### src/rtl/rv32_pipe_pkg.sv
// rtl/rv32_pipe_pkg.sv - shared RV32I pipeline types and constants
package rv32_pipe_pkg;

  typedef enum logic [1:0] {
    RUN      = 2'd0,
    MEM_WAIT = 2'd1,
    HALT     = 2'd2
  } pipe_ctrl_state_t;

  localparam logic [4:0] REG_X0 = 5'd0;

endpackage

### src/rtl/load_use_detect.sv
// rtl/load_use_detect.sv - combinational load-use hazard comparator
module load_use_detect
  import rv32_pipe_pkg::*;
(
  input  logic [4:0] id_rs1,
  input  logic [4:0] id_rs2,
  input  logic       id_use_rs1,
  input  logic       id_use_rs2,
  input  logic [4:0] ex_rd,
  input  logic       ex_mem_read,
  output logic       load_use
);

  // x0 never carries a real dependency, so a load targeting it cannot stall ID.
  always_comb begin
    load_use = ex_mem_read && (ex_rd != REG_X0) &&
               ((id_use_rs1 && (id_rs1 == ex_rd)) ||
                (id_use_rs2 && (id_rs2 == ex_rd)));
  end

endmodule

### src/rtl/pipeline_ctrl.sv
// rtl/pipeline_ctrl.sv - stall/flush sequencer with memory watchdog and stall counter
module pipeline_ctrl
  import rv32_pipe_pkg::*;
#(
  parameter int TIMEOUT = 255
) (
  input  logic        clk,
  input  logic        rst,
  input  logic [4:0]  id_rs1,
  input  logic [4:0]  id_rs2,
  input  logic        id_use_rs1,
  input  logic        id_use_rs2,
  input  logic [4:0]  ex_rd,
  input  logic        ex_mem_read,
  input  logic        ex_branch_taken,
  input  logic        imem_ready,
  input  logic        mem_val,
  input  logic        mem_ready,
  output logic        pc_en,
  output logic        ifid_en,
  output logic        idex_en,
  output logic        exmem_en,
  output logic        memwb_en,
  output logic        ifid_flush,
  output logic        idex_flush,
  output logic        exmem_flush,
  output logic        memwb_flush,
  output logic        mem_timeout,
  output logic [31:0] stall_cycles
);

  localparam int CNT_W = (TIMEOUT < 2) ? 1 : $clog2(TIMEOUT + 1);
  localparam logic [CNT_W-1:0] TIMEOUT_CNT = CNT_W'(TIMEOUT);

  pipe_ctrl_state_t state_q, state_d;
  logic [CNT_W-1:0] wait_cnt_q, wait_cnt_d, wait_cnt_inc;
  logic             mem_timeout_q, mem_timeout_d;
  logic [31:0]      stall_cycles_q, stall_cycles_d;
  logic             load_use, dmem_stall, fetch_stall, timeout_hit;

  load_use_detect u_load_use_detect (
    .id_rs1      (id_rs1),
    .id_rs2      (id_rs2),
    .id_use_rs1  (id_use_rs1),
    .id_use_rs2  (id_use_rs2),
    .ex_rd       (ex_rd),
    .ex_mem_read (ex_mem_read),
    .load_use    (load_use)
  );

  assign dmem_stall  = mem_val && !mem_ready;
  assign fetch_stall = !imem_ready;

  always_comb begin
    pc_en       = 1'b1;
    ifid_en     = 1'b1;
    idex_en     = 1'b1;
    exmem_en    = 1'b1;
    memwb_en    = 1'b1;
    ifid_flush  = 1'b0;
    idex_flush  = 1'b0;
    exmem_flush = 1'b0;
    memwb_flush = 1'b0;
    if (rst || state_q == HALT) begin
      pc_en    = 1'b0;
      ifid_en  = 1'b0;
      idex_en  = 1'b0;
      exmem_en = 1'b0;
      memwb_en = 1'b0;
    end else if (dmem_stall) begin
      // Freeze everything upstream of MEM; the WB bubble stops a double write-back.
      pc_en       = 1'b0;
      ifid_en     = 1'b0;
      idex_en     = 1'b0;
      exmem_en    = 1'b0;
      memwb_flush = 1'b1;
    end else if (ex_branch_taken) begin
      ifid_flush = 1'b1;
      idex_flush = 1'b1;
    end else if (load_use) begin
      pc_en      = 1'b0;
      ifid_en    = 1'b0;
      idex_flush = 1'b1;
    end else if (fetch_stall) begin
      pc_en      = 1'b0;
      ifid_flush = 1'b1;
    end
  end

  // The first stall cycle is spent in RUN, so the count is compared after the increment.
  assign wait_cnt_inc = (state_q == RUN) ? CNT_W'(1) : wait_cnt_q + CNT_W'(1);
  assign timeout_hit  = (TIMEOUT != 0) && (wait_cnt_inc == TIMEOUT_CNT);

  always_comb begin
    state_d        = state_q;
    wait_cnt_d     = wait_cnt_q;
    mem_timeout_d  = mem_timeout_q;
    stall_cycles_d = stall_cycles_q;
    case (state_q)
      RUN: begin
        if (dmem_stall) begin
          wait_cnt_d = wait_cnt_inc;
          state_d    = MEM_WAIT;
          if (timeout_hit) begin
            state_d       = HALT;
            mem_timeout_d = 1'b1;
          end
        end
      end
      MEM_WAIT: begin
        if (!dmem_stall) begin
          state_d    = RUN;
          wait_cnt_d = '0;
        end else begin
          wait_cnt_d = wait_cnt_inc;
          if (timeout_hit) begin
            state_d       = HALT;
            mem_timeout_d = 1'b1;
          end
        end
      end
      HALT:    state_d = HALT;
      default: state_d = RUN;
    endcase
    if (!pc_en && stall_cycles_q != 32'hFFFF_FFFF) begin
      stall_cycles_d = stall_cycles_q + 32'd1;
    end
  end

  always_ff @(posedge clk or posedge rst) begin
    if (rst) begin
      state_q        <= RUN;
      wait_cnt_q     <= '0;
      mem_timeout_q  <= 1'b0;
      stall_cycles_q <= '0;
    end else begin
      state_q        <= state_d;
      wait_cnt_q     <= wait_cnt_d;
      mem_timeout_q  <= mem_timeout_d;
      stall_cycles_q <= stall_cycles_d;
    end
  end

  assign mem_timeout  = mem_timeout_q;
  assign stall_cycles = stall_cycles_q;

endmodule
### config.mk
export PLATFORM = sky130hd
export DESIGN_NAME = pipeline_ctrl
export DESIGN_NICKNAME = d
export VERILOG_FILES = /design/src/rtl/rv32_pipe_pkg.sv /design/src/rtl/load_use_detect.sv /design/src/rtl/pipeline_ctrl.sv
export SDC_FILE = /design/constraint.sdc
export NUM_CORES = 1
export LEC_CHECK = 0
export ABC_AREA = 1
export CORE_MARGIN = 4
export CORE_UTILIZATION = 46
export CTS_BUF_LIST = sky130_fd_sc_hd__clkbuf_16
export CTS_CLUSTER_DIAMETER = 80
export CTS_CLUSTER_SIZE = 30
export DETAILED_ROUTE_END_ITERATION = 16
export GPL_TIMING_DRIVEN = 0
export PLACE_DENSITY = 0.82
export SLEW_MARGIN = 20
export SYNTH_ARGS = -nofsm -noshare
export SYNTH_HDL_FRONTEND = slang
export SYNTH_SLANG_ARGS = --single-unit
### constraint.sdc
create_clock -name clk -period 2.9 [get_ports clk]
set_input_delay 0.58 -clock clk [delete_from_list [all_inputs] [get_ports clk]]
set_output_delay 0.58 -clock clk [all_outputs]
set_load 0.05 [all_outputs]
-- After elaboration in Yosys (flattened, before gate mapping)
Index checks and enable logic that the tools add are counted.
- bits in registers: 43
- input bits: 24
- output and inout bits: 42
- logic and storage cells: 63
- add/subtract/negate cells: 2
- equality and inequality tests: 8
- mux-type cells: 32
- reduce and logical (&&, ||, !) cells: 17
- operator list (cell ; count):
    $add 32x1->32 const B ; 1
    $ne 32x32->1 const B ; 1
    $mux 8 ; 3
    $mux 1 ; 23
    $pmux 8 s2 ; 1
    $eq 5x5->1 ; 2
    $add 8x1->8 const B ; 1
    $eq 8x8->1 const B ; 1
    $mux 2 ; 4
    $logic_and 1x1->1 ; 6
    $pmux 2 s3 ; 1
    $reduce_bool 5->1 ; 1
    $reduce_and 2->1 ; 2
    $ne 3x3->1 const B ; 1
    $reduce_and 3->1 ; 1
    $eq 2x1->1 const B ; 1
    $eq 2x2->1 const B ; 1
    $logic_not 1->1 ; 2
    $logic_not 2->1 ; 1
    $logic_or 1x1->1 ; 2
    $ne 2x2->1 const B ; 1
    $reduce_bool 2->1 ; 1
    $reduce_or 2->1 ; 1

-- Longest topological paths before layout
Gate-level depths: netlist of run 1.
- word-level depth: 10
- depth in mapped cells: 12
- depth with buffers taken out: 12

-- Cells and area by module
A second synthesis of run 1 with hierarchy kept.
- cell total of the unflattened synthesis: 499
- area, all modules: 3040.4 µm²
- by module, submodules not included (module ; instances ; cells an instance ; area an instance (µm²) ; seq. area each (µm²)):
    pipeline_ctrl ; 1 ; 444 ; 2824.0 ; 1076.0
    load_use_detect ; 1 ; 55 ; 216.5 ; 0.0

-- Least setup slack after synthesis of run 1
No wires, ideal clock.
- kind: input to output
- start point: input rst
- end point: output ifid_flush
- arrival: 3527 ps
- data required time: 2320 ps
- slack: -1207 ps
- stages: 5
- buffers on the path: 0
- path through: inv_1 -> nand2_1 -> nor2_1 -> nand2_1 -> a21oi_1
- longest elaborated chain between the ends: 2
- RTL lines (element ; line ; text):
    from (decl) ; pipeline_ctrl.sv:8 ; input logic rst,
    $logic_or 1x1->1 ; pipeline_ctrl.sv:64 ; if (rst || state_q == HALT) begin
    $mux 1 ; pipeline_ctrl.sv:64 ;
    to (decl) ; pipeline_ctrl.sv:24 ; output logic ifid_flush,
Every way passes these cells.

-- Final worst setup path of run 1
- start point: input mem_val
- end point: output memwb_flush
- longest elaborated chain between the ends: 3
- RTL lines (element ; line ; text):
    from (decl) ; pipeline_ctrl.sv:17 ; input logic mem_val,
    $logic_and 1x1->1 ; pipeline_ctrl.sv:51 ; assign dmem_stall = mem_val && !mem_ready;
    $mux 1 ; pipeline_ctrl.sv:70 ; end else if (dmem_stall) begin
    $mux 1 ; pipeline_ctrl.sv:64 ;
    to (decl) ; pipeline_ctrl.sv:27 ; output logic memwb_flush,
Every way passes these cells.

==> flow_summary.yaml, run 1 <==
routing:
  drt-total-wl_mm: 8.18
  drtIter0Drc: 207
  vias_per_cell: 5.08
  num_vias: 3048
  wl_per_cell_um: 13.6
  drt_drc_violations_left: 0
  antenna_left: 0
  first_pass_iters: 4
cts:
  cts_buffers: 5
  cts_tree: "yes"
  clk-insertion-delay-late_ps: 290
  clk_pin_slew_ps: 60
  cts_root_buffer: "clkbuf_16"
  cts_max_level: 2
  cts_sinks: 43
  clock_path_buffers: 2
  ctsHoldBuffers: 0
floorplan:
  initial_utilization: 0.470
  coreArea_sq_um: 6310
  die_w_um: 88.4
  rows: 29
  dieHeight_um: 88.4
  pin_count: 66
  dieArea_sq_um: 7810
cells_and_area:
  drive_above_1_share: 0.0746
  utilization: 0.613
  nets: 548
  layout.cells.non_filler: 600
  design_area_sq_um: 3870
  num_antenna_cells: 0
  final.fill_count: 601
  area_growth_pct: 30.3
yosys:
  synth_mux_area_frac: 0
  synth-edff-count: 0
  ys_seq_elements: 43
  synth_area_sq_um: 2970
  synth.top_cells.by_area: "dfrtp_1 (36%), nand2_1 (21%), nand3_1 (8.1%)"
  yosysMostFrequentCell: "nand2_1"
  synth_nets: 475
  synthFlopType: "dfrtp_1"
  syn_area_per_cell_sq_um: 6.62
  syn_inst: 449
  yosys_warnings: 0
  synth_compound_area_frac: 0.0274
  synthSimpleGateAreaFrac: 0.415
  synth.largest_area_cell: "dfrtp_1"
  synthTopCellsByCount: "nand2_1 (163), inv_1 (53), nor2_1 (52), nand3_1 (48), dfrtp_1 (43)"
  synth_top_family_by_area: "simple AND/OR/NAND/NOR gates"
  ys_seq_area_frac: 0.362
  synth-xor-area-share: 0.0914
  synthDistinctLibCells: 26
  synth_adder_area_share: 0.00842
  synth_top_area_share: 0.362
  async_flop_share: 1.00
sta:
  fin_crit_ps: 2790
  hold_ws_ps: 481
  slew_violations: 0
  finalCritPeriodShare: 0.963
  finalSetupViolCount: 0
  clock_skew_ps: 10.5
  worst_slew_pin_slew_ps: 590
  rsz0062_at_grt: "false"
  finalHoldViolCount: 0
  max_freq_mhz: 358
  slew_headroom: 0.604
power:
  p_int_mw: 0.951
  clkPwrFrac: 0.440
  pwr-share-comb: 0.070
  p_per_area_nw_per_um2: 316
  p_sw_frac: 0.222
  vdd_drop_max_mv: 0.256
  p_sw_mw: 0.272
  p_leak_nw: 1.86
  p_seq_frac: 0.491
  finalPower_mw: 1.22
global_route:
  grt_max_degree: 23
  grt_use_total: 0.226
  grt-ovfl-total: 0
  antenna_found_initial: 0
  grt_pass1_vias: 2917
  grt_pass1_wl_mm: 13.8
outcome:
  status: "completed"
placed_design:
  dp.cells: 590
  placed_cell_area_sq_um: 3730
  io_buffers: 64
  place_congestion: 0.987
  dp.final_hpwl_mm: 6.13
critical_path:
  path_class: "primary input to primary output"
  cp_max_fo: 5
  crit_arrival_ps: 2210
  required_ps: 2320
  start_kind: "primary input"
  end_kind: "primary output"
job:
  drv_cap: 0
worst_hold_path:
  hold_path_class: "flop to flop"
## placed cells by master, fill, tap and decap left out, types with 6 or more instances in the layout
master           netlist  layout
dfrtp_1               43      43
xor2_1                22      22
xnor2_1                9       9
clkdlybuf4s50_1        0      56
nand4_1                6       6
nor2_1                52      51
o22ai_1                6       6
nand2_1              163     162
nor3_1                15      14
nand3_1               48      47
inv_1                 53      53
## cells by family (layout without fill, tap and decap cells)
group / count (synthesis) / count (layout)
simple gates: 293 / 293
fa+ha+maj: 2 / 2
flops: 43 / 43
buf+inv: 65 / 139
compound gates: 14 / 14
other cells: 1 / 1
xor+xnor: 31 / 31
## through the flow
step	setup TNS [ps]	setup slack [ps]
3_3_place_gp	-16650	-1430
3_5_place_dp	-19210	-1480
4_1_cts	-17.8	-17.8
6_report	0	108
5_1_grt	0	23.3
2_1_floorplan	0	11.1
## layer usage
metal  vias up  track usage  share of wire
li1       1551            -              -
met1      1419        0.310           0.47
met2        65        0.372           0.47
met3        13       0.0317          0.034
met4         0       0.0687          0.024
met5         -            0              0
## power groups by stage
stage	Clock (mW)	Combinational [mW]	Sequential (mW)
floorplan	0	0.0363	0.611
global placement	0	0.0773	0.611
detailed placement	0	0.0795	0.611
CTS	0.544	0.0843	0.600
global route	0.573	0.0950	0.600
finish	0.537	0.0850	0.600
## what timing repair did
item | in CTS | in global routing
gates cloned | 2 | 0
resized for setup | 16 | 11
setup endpoints to repair | 28 | 5
setup buffers | 1 | 0
## path summary, 6_finish.rpt
path	from	depth (start not counted)	slack, ps	to
setup reg to reg	stall_cycles[0]$_DFFE_PP0P_	11	840	stall_cycles[28]$_DFFE_PP0P_
max in group asynchronous	rst	2	1610	stall_cycles[25]$_DFFE_PP0P_
hold reg to reg	mem_timeout$_DFFE_PP0P_	2	480	mem_timeout$_DFFE_PP0P_
hold / removal	mem_timeout$_DFFE_PP0P_	2	480	mem_timeout$_DFFE_PP0P_
setup / recovery	mem_val	6	110	memwb_flush
min in group asynchronous	rst	2	930	stall_cycles[9]$_DFFE_PP0P_
## critical path, cell delays in order
cell and delay (ps):
clkdlybuf4s50_1 460, inv_1 40, nor2_1 340, inv_1 150, nor2_1 120, dlygate4sd2_1 530
## sequential cells by signal, indices dropped and copies added (netlist names)
signal / flops
mem_timeout: 1
wait_cnt_q: 8
state_q: 2
stall_cycles: 32
## final cells by class
class                           instances  area, sq um  share of cell area
Sequential cell                        43         1080               0.278
Buffer                                 10         72.6              0.0188
Tap cell                               77         96.3              0.0249
Timing Repair inverter                  2         12.5             0.00323
Timing Repair Buffer                   65          622               0.161
Clock inverter                          3         12.5             0.00323
Multi-Input combinational cell        341         1650               0.425
Inverter                               54          206              0.0533
Clock buffer                            5          125              0.0323
Power figures use the tool's default switching activity.
==> run 2: changes to the inputs <==
--- a/config.mk
+++ b/config.mk
@@ -6,7 +6,6 @@
 export NUM_CORES = 1
 export LEC_CHECK = 0
 export ABC_AREA = 1
-export CORE_MARGIN = 4
 export CORE_UTILIZATION = 46
 export CTS_BUF_LIST = sky130_fd_sc_hd__clkbuf_16
 export CTS_CLUSTER_DIAMETER = 80
==> run 2 against run 1 <==
Compared with the run above:
- sequential share of layout area down 0.21 points
- setup slack worse by 86 ps
- non-clock buffer count up 3
- clock skew down 8.0 ps
- via count up 1.3%
- cell count up 0.17%
- flip-flop and latch count unchanged
- highest routed layer unchanged
==> flow_summary.yaml, run 2 (synthesis results as in run 1) <==
outcome:
  status: "completed"
critical_path:
  r2r_setup_slack_ps: 810
  start_kind: "primary input"
  crit_arrival_ps: 2300
  r2r-start: "stall_cycles[0]$_DFFE_PP0P_"
  crit_start: "ex_rd[3]"
  required_ps: 2320
  cp_max_fo: 9
  path_class: "primary input to primary output"
  end_kind: "primary output"
placed_design:
  dp.cells: 588
  io_buffers: 64
  place_worst_setup_slack_ps: -1450
  dp.final_hpwl_mm: 5.88
  placed_cell_area_sq_um: 3730
  place_congestion: 0.922
power:
  p_leak_nw: 1.86
  finalPower_mw: 1.24
  p_per_area_nw_per_um2: 318
  vdd_drop_max_mv: 0.242
cts:
  clk_pin_slew_ps: 60
  cts_max_level: 2
  cts_sinks: 43
  ctsHoldBuffers: 0
  clk-insertion-delay-late_ps: 280
  cts_tree: "yes"
  clock_path_buffers: 2
  cts_root_buffer: "clkbuf_16"
  cts_buffers: 5
floorplan:
  dieHeight_um: 82.4
  pin_count: 66
  rows: 28
  dieArea_sq_um: 6780
  initial_utilization: 0.490
  coreArea_sq_um: 6060
  die_w_um: 82.4
routing:
  first_pass_iters: 5
  vias_per_cell: 5.14
  wl_per_cell_um: 13.1
  drtIter0Drc: 210
  antenna_left: 0
  drt_drc_violations_left: 0
  drt-total-wl_mm: 7.90
  num_vias: 3087
sta:
  clock_skew_ps: 2.44
  slew_headroom: 0.575
  rsz0062_at_grt: "true"
  slew_violations: 0
  max_freq_mhz: 347
  finalSetupViolCount: 0
  fin_crit_ps: 2880
  finalHoldViolCount: 0
  hold_ws_ps: 503
  finalCritPeriodShare: 0.992
  worst_slew_pin_slew_ps: 637
  worst_slack_ps: 22.2
cells_and_area:
  nets: 551
  design_area_sq_um: 3900
  drive_above_1_share: 0.0837
  layout.cells.non_filler: 601
  final_cell_mix: "nand2_1 (162), clkdlybuf4s50_1 (56), inv_1 (51)"
  final.fill_count: 544
  area_growth_pct: 31.3
  num_antenna_cells: 0
  largest_reg_flops: 32
  final_common_cell: "nand2_1"
global_route:
  grt_pass1_wl_mm: 13.0
  grt_use_total: 0.250
  antenna_found_initial: 0
  grt_max_degree: 23
  grt-ovfl-total: 0
  grt_pass1_vias: 2796
worst_hold_path:
  hold_path_class: "flop to flop"
  min_from: "mem_timeout$_DFFE_PP0P_"
job:
  drv_cap: 0
## run 2: cell count changes in the layout (fill, tap and decap cells not counted), sizes merged
cell	before	now
inv	55	53
buf	12	14
clkdlybuf4s15	0	1
clkinvlp	3	5
## run 2: routing by layer
metal / track usage / up-vias / share of wire
li1: - / 1548 / -
met2: 0.419 / 95 / 0.47
met5: 0 / - / 0
met4: 0.0632 / 0 / 0.0061
met3: 0.0319 / 8 / 0.056
met1: 0.339 / 1436 / 0.47
## run 2: area by class of cell
cell class,count,area [sq um],area share
multi-input combinational,341,1640,0.422
sequential,43,1080,0.276
timing repair buffer,68,648,0.166
inverter,54,206,0.0530
clock buffer,5,125,0.0321
tap,75,93.8,0.0241
buffer,10,72.6,0.0186
clock inverter,3,20.0,0.00513
timing repair inverter,2,12.5,0.00321
## run 2: per-stage QoR
stage                util  TNS (ps)
floorplan               -         0
global placement    0.615    -15490
detailed placement  0.615    -18030
CTS                 0.642     -11.8
global route        0.643      -124
finish              0.643         0
## run 2: critical path, cell delays in order
cell and delay [ps]:
clkdlybuf4s50_1 500, inv_1 80, nand2_1 60, nand2_1 50
nor2_1 120, nand3_1 90, nand2_1 110, nand3_1 140
nand3_4 180, inv_2 40, clkdlybuf4s15_2 320
## run 2: worst paths after layout
path                                                 to  depth (start not counted)
min reg2reg                     mem_timeout$_DFFE_PP0P_                          2
min                             mem_timeout$_DFFE_PP0P_                          2
max reg2reg                stall_cycles[28]$_DFFE_PP0P_                         11
max in group asynchronous   stall_cycles[1]$_DFFE_PP0P_                          2
min in group asynchronous  stall_cycles[31]$_DFFE_PP0P_                          2
max                                               pc_en                         11
## run 2: power breakdown
group / internal [mW] / switching [mW] / leakage (nW)
registers: 0.600 / 0 / 0.571
clock network: 0.317 / 0.239 / 0.0658
logic: 0.0394 / 0.0446 / 1.23
## run 2: what timing repair did
action	4_1_cts	5_1_grt
buffers inserted	1	3
endpoints found under the setup margin	27	6
hold endpoints to repair	0	0
gates resized for setup	13	9
gates cloned	2	0
pin swaps	0	1
